### config.mk
export PLATFORM = sky130hd
export DESIGN_NAME = hs_rx_sequencer
export DESIGN_NICKNAME = d
export VERILOG_FILES = /design/src/rtl/hs_rx_pkg.sv /design/src/rtl/hs_seq_stats.sv /design/src/rtl/hs_rx_sequencer.sv
export SDC_FILE = /design/constraint.sdc
export NUM_CORES = 1
export LEC_CHECK = 0
export CELL_PAD_IN_SITES_DETAIL_PLACEMENT = 0
export CELL_PAD_IN_SITES_GLOBAL_PLACEMENT = 1
export CORE_MARGIN = 2
export CORE_UTILIZATION = 40
export CTS_BUF_LIST = sky130_fd_sc_hd__clkbuf_8
export CTS_CLUSTER_DIAMETER = 30
export DETAILED_ROUTE_END_ITERATION = 12
export PLACE_DENSITY_LB_ADDON = 0.15
export SETUP_SLACK_MARGIN = 0.5
export SLEW_MARGIN = 20
export SYNTH_ARGS = -nofsm -noshare
export SYNTH_HDL_FRONTEND = slang
export SYNTH_HIERARCHICAL = 1
export SYNTH_SLANG_ARGS = --single-unit
### constraint.sdc
create_clock -name clk_comparator -period 2 [get_ports clk_comparator]
set_clock_uncertainty 0.2 [all_clocks]
set_input_delay 0.2 -clock clk_comparator [delete_from_list [all_inputs] [get_ports clk_comparator]]
set_output_delay 0.2 -clock clk_comparator [all_outputs]
set_load 0.05 [all_outputs]
### src/rtl/hs_rx_pkg.sv
// rtl/hs_rx_pkg.sv - shared state encoding and default timing constants for the HS receive sequencer
package hs_rx_pkg;

  typedef enum logic [2:0] {
    ST_IDLE     = 3'd0,
    ST_SETTLE   = 3'd1,
    ST_WAIT_SOT = 3'd2,
    ST_RECEIVE  = 3'd3,
    ST_EOT      = 3'd4,
    ST_HOLD     = 3'd5
  } hs_seq_state_t;

  localparam int unsigned HS_SETTLE_DEF      = 8;
  localparam int unsigned HS_SOT_TIMEOUT_DEF = 64;

  // Saturation ceiling of the 8-bit statistics counters.
  localparam logic [7:0] HS_CNT_MAX = 8'd255;

endpackage

### src/rtl/hs_seq_stats.sv
// rtl/hs_seq_stats.sv - per-lane burst and trailer-break statistics counters
module hs_seq_stats
  import hs_rx_pkg::*;
(
  input  logic       clk_comparator,
  input  logic       RST,
  input  logic       err_clr,
  input  logic       break_hit,
  input  logic       eot_hit,
  output logic [7:0] break_cnt,
  output logic [7:0] burst_cnt
);

  // Break count saturates so a noisy lane cannot alias to a small value; burst count wraps.
  always_ff @(posedge clk_comparator or negedge RST) begin
    if (!RST) begin
      break_cnt <= 8'd0;
      burst_cnt <= 8'd0;
    end else if (err_clr) begin
      break_cnt <= 8'd0;
      burst_cnt <= 8'd0;
    end else begin
      if (break_hit && (break_cnt != HS_CNT_MAX)) begin
        break_cnt <= break_cnt + 8'd1;
      end
      if (eot_hit) begin
        burst_cnt <= burst_cnt + 8'd1;
      end
    end
  end

endmodule

### src/rtl/hs_rx_sequencer.sv
// rtl/hs_rx_sequencer.sv - HS receive lane control FSM; optional statistics under HS_SEQ_STATS_EN
module hs_rx_sequencer
  import hs_rx_pkg::*;
#(
  parameter int unsigned SETTLE_CYCLES = HS_SETTLE_DEF,
  parameter int unsigned SOT_TIMEOUT   = HS_SOT_TIMEOUT_DEF
) (
  input  logic       clk_comparator,
  input  logic       RST,
  input  logic       hs_rx_en,
  input  logic       sot_detected,
  input  logic       trailer_done,
  input  logic       break_trailer_c,
  input  logic       fifo_full,
  input  logic       err_clr,
  output logic       comparator_enable,
  output logic       rx_active,
  output logic       eot_pulse,
  output logic       err_sot,
  output logic       err_ovf,
  output logic [2:0] seq_state
`ifdef HS_SEQ_STATS_EN
  ,
  output logic [7:0] break_cnt,
  output logic [7:0] burst_cnt
`endif
);

  localparam logic [7:0] SETTLE_LAST = 8'(SETTLE_CYCLES - 1);
  localparam logic [7:0] SOT_LAST    = 8'(SOT_TIMEOUT - 1);

  hs_seq_state_t state;
  hs_seq_state_t state_nxt;
  logic [7:0]    cnt;
  logic [7:0]    cnt_nxt;
  logic          set_sot;
  logic          set_ovf;

  assign seq_state = state;

  // Next-state and counter decode; dropping hs_rx_en overrides every other transition.
  always_comb begin
    state_nxt = state;
    cnt_nxt   = 8'd0;
    set_sot   = 1'b0;
    set_ovf   = 1'b0;
    if (!hs_rx_en) begin
      state_nxt = ST_IDLE;
    end else begin
      case (state)
        ST_IDLE: begin
          state_nxt = ST_SETTLE;
        end
        ST_SETTLE: begin
          if (cnt == SETTLE_LAST) begin
            state_nxt = ST_WAIT_SOT;
          end else begin
            cnt_nxt = cnt + 8'd1;
          end
        end
        ST_WAIT_SOT: begin
          if (sot_detected) begin
            state_nxt = ST_RECEIVE;
          end else if (cnt == SOT_LAST) begin
            state_nxt = ST_HOLD;
            set_sot   = 1'b1;
          end else begin
            cnt_nxt = cnt + 8'd1;
          end
        end
        ST_RECEIVE: begin
          if (fifo_full) begin
            state_nxt = ST_HOLD;
            set_ovf   = 1'b1;
          end else if (trailer_done) begin
            state_nxt = ST_EOT;
          end
        end
        ST_EOT: begin
          state_nxt = ST_HOLD;
        end
        ST_HOLD: begin
          state_nxt = ST_HOLD;
        end
        default: begin
          state_nxt = ST_IDLE;
        end
      endcase
    end
  end

  // State, counter and outputs registered together so outputs track the state edge exactly.
  always_ff @(posedge clk_comparator or negedge RST) begin
    if (!RST) begin
      state             <= ST_IDLE;
      cnt               <= 8'd0;
      comparator_enable <= 1'b0;
      rx_active         <= 1'b0;
      eot_pulse         <= 1'b0;
      err_sot           <= 1'b0;
      err_ovf           <= 1'b0;
    end else begin
      state             <= state_nxt;
      cnt               <= cnt_nxt;
      comparator_enable <= (state_nxt == ST_RECEIVE);
      rx_active         <= (state_nxt == ST_RECEIVE);
      eot_pulse         <= (state_nxt == ST_EOT);
      if (set_sot) begin
        err_sot <= 1'b1;
      end else if (err_clr) begin
        err_sot <= 1'b0;
      end
      if (set_ovf) begin
        err_ovf <= 1'b1;
      end else if (err_clr) begin
        err_ovf <= 1'b0;
      end
    end
  end

`ifdef HS_SEQ_STATS_EN
  hs_seq_stats u_stats (
    .clk_comparator (clk_comparator),
    .RST            (RST),
    .err_clr        (err_clr),
    .break_hit      (break_trailer_c && (state == ST_RECEIVE)),
    .eot_hit        (eot_pulse),
    .break_cnt      (break_cnt),
    .burst_cnt      (burst_cnt)
  );
`else
  // break_trailer_c only feeds the statistics block; without it the pulse has no consumer.
  logic unused_break;
  assign unused_break = break_trailer_c;
`endif

endmodule

==> results.json, run 1 <==
{
  "status": "complete, no violations",
  "avgRoutedWirePerCell_um": 15.3,
  "clockRootBuffer": "clkbuf_8",
  "synth.net_count": 92,
  "io_pins": 16,
  "clock-sinks": 15,
  "wl_met3_um": 75,
  "synth_ff_type": "dfrtp_1",
  "powerDensity_nw_per_um2": 511,
  "reg2reg_to": "cnt[6]",
  "drc_errors": 0,
  "rows": 16,
  "yosysUniqueCellTypes": 34,
  "cts_buffers": 3,
  "fin_nets": 121,
  "grt_max_degree": 16,
  "p_leak_nw": 0.539,
  "worst-r2r-cell-count": 4,
  "core_um2": 1940,
  "cts_tree": "built",
  "critical_path_required_ps": 1980,
  "critPathTopFamily": "simple AND/OR/NAND/NOR gates",
  "rsz0062_at_grt": "true",
  "area_growth_pct": 45.1,
  "clkLatencyLatePin_ps": 250,
  "drtIter0Drc": 8,
  "hp-class": "input port to async pin",
  "layout_commonest_cell": "buf_4",
  "drive_gt1_frac": 0.414,
  "slew_viol_final": 0,
  "p_sw_w": 0.000142,
  "endpoint_kind": "flop",
  "drt-total-wl_um": 2110,
  "max_slew_margin": 0.721,
  "layout_common_cells": "buf_4 (15), dfrtp_1 (11), nand3_1 (7)",
  "drtAntennaViolNets": 0,
  "vdd_drop_max_uv": 298,
  "power_frac_seq": 0.503,
  "grt_pass1_vias": 751,
  "clock.fmax_mhz": 599,
  "ys_seq_area_frac": 0.456,
  "start_util": 0.424,
  "start_kind": "flop",
  "hpwl_um": 1240,
  "antenna_cells": 0,
  "grt-ovfl-total": 0,
  "p_int_w": 0.000468,
  "crit_path_cell_trace": "or4b_4, a21oi_4, o21ai_4, nor2_1",
  "met1_length_um": 876,
  "hold_buffers": 0,
  "p_comb_frac": 0.094,
  "hold_viol_final": 0,
  "ys_ff_latch": 15,
  "synth-async-reset-ratio": 1.00,
  "setup_viol": 0,
  "dr.pass1.iters": 4,
  "regToRegStartpoint": "seq_state[0]",
  "synth_edf_count": 0,
  "wl_met2_um": 1130,
  "vias_per_cell": 5.23,
  "synth_cells": 83,
  "finalCriticalPeriod_ps": 1670,
  "clk_pin_slew_ps": 60,
  "syn_area_um2": 823,
  "cp_num_buf_inv": 0,
  "clock_path_buffers": 2,
  "cp_max_fo": 6,
  "gp_congestion": 0.816,
  "post-route-period-util": 0.835,
  "rrSetupSlack_ps": 330,
  "dieArea_um2": 2440,
  "hold_ws_ps": 67.3,
  "grt_usage": 0.182,
  "slowest_delay_ps": 600,
  "top_layer": "met4",
  "fp.dieW_um": 49.4,
  "criticalPathCategory": "flop to flop",
  "drv_cap": 0,
  "die_y_um": 49.4,
  "multiInputGateArea_um2": 512,
  "cpMaxStageDelayCell": "or4b_4",
  "route.vias.total": 722,
  "port_buffers": 14,
  "seqCellArea_um2": 380,
  "cts-htree-levels": 1,
  "clkPwrFrac": 0.403,
  "antenna_found_initial": 0,
  "synth.avg_cell_area_um2": 9.92,
  "worst_pin_slew_ps": 415,
  "fill_cells": 182,
  "yosys_warnings": 6,
  "cp.arrival_ps": 1650,
  "fin_setup_tns_ps": 0,
  "power.share.switching": 0.233,
  "grt_pass1_wl_um": 3310
}
-- worst reg2reg max path, stage by stage (launching register included) --
cell and delay [ps]:
dfrtp_2 400, or4b_4 600, a21oi_4 180, o21ai_4 110, nor2_1 100
-- through the flow --
stage | power (W) | utilization | instance area, um2 | setup slack [ps] | std cells
after global placement | 0.000363 | 0.524 | 1020 | 66.6 | 124
after floorplan | 0.000334 | - | 858 | 117 | 83
after global routing | 0.000640 | 0.615 | 1190 | 230 | 138
final | 0.000610 | 0.615 | 1190 | 330 | 138
after detailed placement | 0.000363 | 0.524 | 1020 | 28.0 | 124
after CTS | 0.000613 | 0.588 | 1140 | 317 | 136
-- sequential cells by signal, summed over array words and instances, names as in the netlist --
register	cells
err_ovf	1
rx_active	1
seq_state	3
err_sot	1
eot_pulse	1
cnt	8
-- kinds of logic (layout without fill, tap and decap cells) --
kind of cell | Yosys count | in the layout | share of synthesized area
xor gates and xnor gates | 7 | 7 | 0.0745
adders and majority gates | 1 | 1 | 0.0152
AOI/OAI and AO/OA | 14 | 14 | 0.114
buffers and inverters | 7 | 35 | 0.0471
DFF | 15 | 15 | 0.456
and+or+nand+nor | 39 | 39 | 0.293
-- timing repair --
item,4_1_cts,5_1_grt
cloned,0,0
endpoints found under the setup margin,18,18
resized for setup,13,17
buffers inserted,8,2
pin swaps,5,13
-- cell usage after synthesis (2+ instances only) --
cell	count	area [um2]
dfrtp_1	15	375
nand3_1	7	35.0
nor3_1	3	15.0
o22ai_1	2	12.5
inv_1	4	15.0
a21oi_1	4	20.0
a21o_1	2	15.0
xor2_1	4	35.0
nor2_1	8	30.0
xnor2_1	3	26.3
and3_1	3	18.8
nand2_1	6	22.5
-- power by group through the flow --
stage / clock network (W) / registers (W) / logic [W]
finish: 0.000246 / 0.000307 / 0.0000574
CTS: 0.000252 / 0.000307 / 0.0000534
detailed placement: 0 / 0.000313 / 0.0000503
global route: 0.000271 / 0.000307 / 0.0000625
floorplan: 0 / 0.000317 / 0.0000177
global placement: 0 / 0.000313 / 0.0000501
-- area by class of cell --
class	instances	area share
clock inverter	1	0.00314
multi-input combinational	61	0.428
inverter	4	0.0126
clock buffer	3	0.0346
tap	27	0.0283
timing repair buffer	27	0.175
sequential	15	0.318
-- per-layer routing --
layer | up-vias | track usage
li1 | 350 | -
met1 | 353 | 0.206
met2 | 15 | 0.322
met3 | 4 | 0.0368
met4 | 0 | 0.0905
met5 | - | 0
-- how the worst max path moves through the flow --
stage | startpoint | endpoint | cells past startpoint
3_3_place_gp | sot_detected | cnt[7] | 5
5_1_grt | seq_state[0] | eot_pulse | 4
6_report | seq_state[0] | cnt[6] | 4
2_1_floorplan | seq_state[0] | cnt[3] | 5
4_1_cts | cnt[0] | rx_active | 5
3_5_place_dp | sot_detected | cnt[7] | 5
Power figures use the tool's default switching activity.
==> run 2: changes to the inputs <==
--- a/config.mk
+++ b/config.mk
@@ -8,7 +8,7 @@
 export CELL_PAD_IN_SITES_DETAIL_PLACEMENT = 0
 export CELL_PAD_IN_SITES_GLOBAL_PLACEMENT = 1
 export CORE_MARGIN = 2
-export CORE_UTILIZATION = 40
+export CORE_UTILIZATION = 36
 export CTS_BUF_LIST = sky130_fd_sc_hd__clkbuf_8
 export CTS_CLUSTER_DIAMETER = 30
 export DETAILED_ROUTE_END_ITERATION = 12
==> constraint.sdc (replaced) <==
create_clock -name clk_comparator -period 1.47 [get_ports clk_comparator]
set_clock_uncertainty 0.2 [all_clocks]
set_input_delay 0.147 -clock clk_comparator [delete_from_list [all_inputs] [get_ports clk_comparator]]
set_output_delay 0.147 -clock clk_comparator [all_outputs]
set_load 0.05 [all_outputs]
==> results.json, run 2 (synthesis results as in run 1) <==
{
  "clock.fmax_mhz": 586,
  "setup_viol": 15,
  "use_met3": 0.0316,
  "criticalPathCategory": "flop to flop",
  "max_slew_margin": 0.825,
  "drive_gt1_frac": 0.569,
  "endpoint_kind": "flop",
  "vias_per_cell": 5.12,
  "powerDensity_nw_per_um2": 553,
  "drt-total-wl_um": 2370,
  "grt_pass1_wl_um": 3770,
  "rsz0062_at_grt": "true",
  "cp.arrival_ps": 1640,
  "grt_pass1_vias": 853,
  "dieArea_um2": 2690,
  "post-route-period-util": 1.16,
  "violations": "setup timing",
  "grt-ovfl-total": 0,
  "cpMaxStageDelayCell": "dfrtp_1",
  "antenna_found_initial": 0,
  "critical_path_required_ps": 1400,
  "status": "complete, but fails checks",
  "start_kind": "flop",
  "final_util": 0.714,
  "place_area_um2": 1290,
  "grtUsageMet2": 0.363,
  "largest-register": "cnt",
  "worst-r2r-cell-count": 5,
  "fill_cells": 146,
  "route.vias.total": 844,
  "slew_viol_final": 0,
  "vdd_drop_max_uv": 462,
  "worst_pin_slew_ps": 261,
  "cts_buffers": 3,
  "antenna_cells": 0,
  "drtIter0Drc": 9,
  "top_usage_layer": "met2",
  "fin_nets": 147,
  "cp_num_buf_inv": 0,
  "rrSetupSlack_ps": -240,
  "hp-class": "input port to async pin",
  "port_buffers": 14,
  "cts-htree-levels": 1,
  "p_leak_nw": 0.701,
  "cts_tree": "built",
  "avgRoutedWirePerCell_um": 14.4,
  "clk_pin_slew_ps": 70,
  "cp_max_fo": 4,
  "grt_max_degree": 16,
  "critPathTopFamily": "compound AO/OA/AOI/OAI gates",
  "dr.pass1.iters": 4,
  "hold_buffers": 0,
  "layout_common_cells": "buf_4 (32), dfrtp_1 (11), nor2_1 (8), buf_12 (8)",
  "use_met1": 0.216,
  "hold_viol_final": 0,
  "clockRootBuffer": "clkbuf_8",
  "io_pins": 16,
  "grt_usage": 0.196,
  "rows": 17,
  "worst_slack_ps": -238,
  "fp.dieW_um": 51.8,
  "gp_congestion": 0.801,
  "hpwl_um": 1550,
  "cp.depth": 5,
  "stdcell_area_um2": 1570,
  "drtAntennaViolNets": 0,
  "drc_errors": 0,
  "clkLatencyLatePin_ps": 250,
  "reg2reg_to": "seq_state[0]",
  "slowest_delay_ps": 410,
  "largest_reg_flops": 8,
  "finalCriticalPeriod_ps": 1710,
  "crit_path_cell_trace": "ha_4, and4bb_2, a21o_1, a221oi_2, nor2_1",
  "start_util": 0.376,
  "layout_commonest_cell": "buf_4",
  "regToRegStartpoint": "cnt[0]",
  "die_y_um": 51.8,
  "drv_cap": 0,
  "clock-sinks": 15,
  "area_growth_pct": 90.1,
  "clock_path_buffers": 2,
  "core_um2": 2190
}
==> run 2: changes by cell type in the layout (fill, tap and decap cells not counted), moves of 2 or more <==
cell,before,now
buf_4,15,32
buf_12,0,8
buf_6,1,6
clkbuf_2,5,0
nand2_1,6,3
nand2_2,0,3
nor2_1,6,8
nor2_2,2,0
==> run 2: cell type report <==
type / count / area [um2] / area share
multi-input cells: 61 / 546 / 0.349
repair buffers: 53 / 543 / 0.347
flip-flops and latches: 15 / 380 / 0.243
clock buffers: 3 / 41.3 / 0.0264
well taps: 28 / 35.0 / 0.0224
inverters: 4 / 15.0 / 0.00959
clock inverters: 1 / 5.00 / 0.00320
==> run 2: what timing repair did <==
action,4_1_cts,5_1_grt
pin swaps,6,11
gates resized for setup,15,12
setup endpoints to repair,23,23
buffers inserted,6,6
==> run 2: stage by stage <==
stage                     hold slack [ps]  power, W  worst slack (ps)  setup TNS [ps]  instances
final                                11.4  0.000865              -238           -2690        165
after global routing                 51.5  0.000901              -295           -3450        165
after CTS                            26.1  0.000857              -229           -2270        159
after detailed placement              282  0.000513              -439           -4570        149
after global placement                286  0.000512              -401           -4330        149
after floorplan                      -349  0.000455              -413           -4380         83
==> run 2: worst max-delay path by stage <==
stage	from	to	slack, ps
after floorplan	seq_state[0]	cnt[3]	-410
after global placement	sot_detected	cnt[5]	-400
after detailed placement	sot_detected	cnt[6]	-440
after CTS	cnt[0]	seq_state[0]	-230
after global routing	seq_state[2]	eot_pulse	-300
final	cnt[0]	seq_state[0]	-240
==> run 2: report_power, final <==
part | leakage, nW | switching [W] | internal (W) | total (W)
combinational | 0.474 | 0.0000505 | 0.0000534 | 0.000104
clock | 0.0255 | 0.000155 | 0.000188 | 0.000343
sequential | 0.201 | 0.00000280 | 0.000416 | 0.000419
==> run 2: routing by layer <==
metal,routed length (um),part of all wire
met1,997,0.42
met2,1230,0.52
met3,79,0.033
met4,63,0.027
met5,0,0
==> run 3: changes to the inputs <==
--- a/config.mk
+++ b/config.mk
@@ -7,7 +7,7 @@
 export LEC_CHECK = 0
 export CELL_PAD_IN_SITES_DETAIL_PLACEMENT = 0
 export CELL_PAD_IN_SITES_GLOBAL_PLACEMENT = 1
-export CORE_MARGIN = 2
+export CORE_MARGIN = 8
 export CORE_UTILIZATION = 36
 export CTS_BUF_LIST = sky130_fd_sc_hd__clkbuf_8
 export CTS_CLUSTER_DIAMETER = 30
==> results.json, run 3 (synthesis results as in run 1) <==
{
  "die_y_um": 63.8,
  "drtAntennaViolNets": 0,
  "dieArea_um2": 4070,
  "layout_commonest_cell": "buf_4",
  "vdd_drop_max_uv": 384,
  "io_pins": 16,
  "cpMaxStageDelayCell": "dfrtp_1",
  "start_kind": "flop",
  "grt-ovfl-total": 0,
  "drive_gt1_frac": 0.500,
  "finalCriticalPeriod_ps": 1740,
  "startpoint": "cnt[1]",
  "endpoint_kind": "flop",
  "critPathTopFamily": "compound AO/OA/AOI/OAI gates",
  "slowest_delay_ps": 410,
  "cts_buffers": 3,
  "fin_nets": 140,
  "hp-class": "input port to async pin",
  "dp.cells": 149,
  "worst_pin_slew_ps": 527,
  "drt-total-wl_um": 2330,
  "largest_reg_flops": 8,
  "area_growth_pct": 79.9,
  "core_um2": 2190,
  "clk_pin_slew_ps": 60,
  "cts_tree": "built",
  "route.vias.total": 802,
  "post-route-period-util": 1.18,
  "hpwl_um": 1670,
  "rows": 17,
  "hold_viol_final": 0,
  "grt_usage": 0.122,
  "crit_path_cell_trace": "ha_4, and4bb_2, a21o_1, a221oi_2, nor2_1",
  "setup_viol": 14,
  "clockRootBuffer": "clkbuf_8",
  "cts-htree-levels": 1,
  "cp.arrival_ps": 1660,
  "layout_common_cells": "buf_4 (25), dfrtp_1 (11), buf_12 (9)",
  "drtIter0Drc": 18,
  "drc_errors": 0,
  "rsz0062_at_grt": "true",
  "clock_path_buffers": 2,
  "hold_buffers": 0,
  "critical_path_required_ps": 1390,
  "final_util": 0.676,
  "grt_max_degree": 16,
  "clkLatencyLatePin_ps": 250,
  "max_slew_margin": 0.646,
  "criticalPathCategory": "flop to flop",
  "largest-register": "cnt",
  "p_leak_nw": 0.660,
  "hold_ws_ps": 13.1,
  "status": "complete, but fails checks",
  "vias_per_cell": 5.08,
  "dr.pass1.iters": 4,
  "slew_viol_final": 0,
  "violations": "setup timing",
  "antenna_cells": 0,
  "cp_num_buf_inv": 0,
  "clock.fmax_mhz": 576,
  "pre_cts_ws_ps": -418,
  "regToRegStartpoint": "cnt[1]",
  "stdcell_count": 158,
  "start_util": 0.376,
  "avgRoutedWirePerCell_um": 14.7,
  "drv_cap": 0,
  "antenna_found_initial": 0,
  "clock-sinks": 15,
  "fp.dieW_um": 63.8,
  "cp_max_fo": 4,
  "grt_pass1_wl_um": 3910,
  "powerDensity_nw_per_um2": 577,
  "gp_congestion": 0.779,
  "grt_pass1_vias": 835,
  "worst_slack_ps": -266,
  "port_buffers": 14
}
run 3: final timing paths:
path / slack (ps) / endpoint / cells past startpoint
worst min-delay path: 10 / eot_pulse / 2
worst max-delay path: -270 / seq_state[0] / 5
max in group asynchronous: 860 / seq_state[0] / 2
worst min register to register: 360 / err_sot / 2
min in group clk_comparator: 310 / err_sot / 2
worst max register to register: -270 / seq_state[0] / 5
run 3: layer usage:
metal  vias to the layer above  global-route usage  share of wire
met2                        20               0.213           0.51
met4                         0              0.0529          0.024
met1                       386               0.131           0.42
li1                        388                   -              -
met5                         -                   0              0
met3                         8              0.0401          0.046
run 3: layout make-up:
type	instances	area [um2]
multi-input combinational	61	509
tap	28	35.0
sequential	15	380
inverter	4	15.0
timing repair buffer	46	495
clock buffer	3	41.3
clock inverter	1	5.00
fill	180	709
run 3: power breakdown:
| part | internal, W | leakage, nW | switching, W |
|---|---|---|---|
| combinational | 0.0000516 | 0.434 | 0.0000476 |
| clock | 0.000188 | 0.0255 | 0.000150 |
| sequential | 0.000416 | 0.201 | 0.00000249 |
run 3: through the flow:
| stage | area, um2 | total power (W) | setup TNS (ps) |
|---|---|---|---|
| floorplan | 867 | 0.000455 | -4380 |
| global placement | 1290 | 0.000512 | -4290 |
| detailed placement | 1290 | 0.000513 | -4520 |
| CTS | 1450 | 0.000859 | -2290 |
| global route | 1480 | 0.000883 | -3460 |
| finish | 1480 | 0.000855 | -2480 |
run 3: what timing repair did:
item,in CTS,in global routing
pin swaps,12,3
setup endpoints to repair,23,23
setup buffers,3,2
gates cloned,0,0
gates resized for setup,15,3
endpoints found under the hold margin,0,0
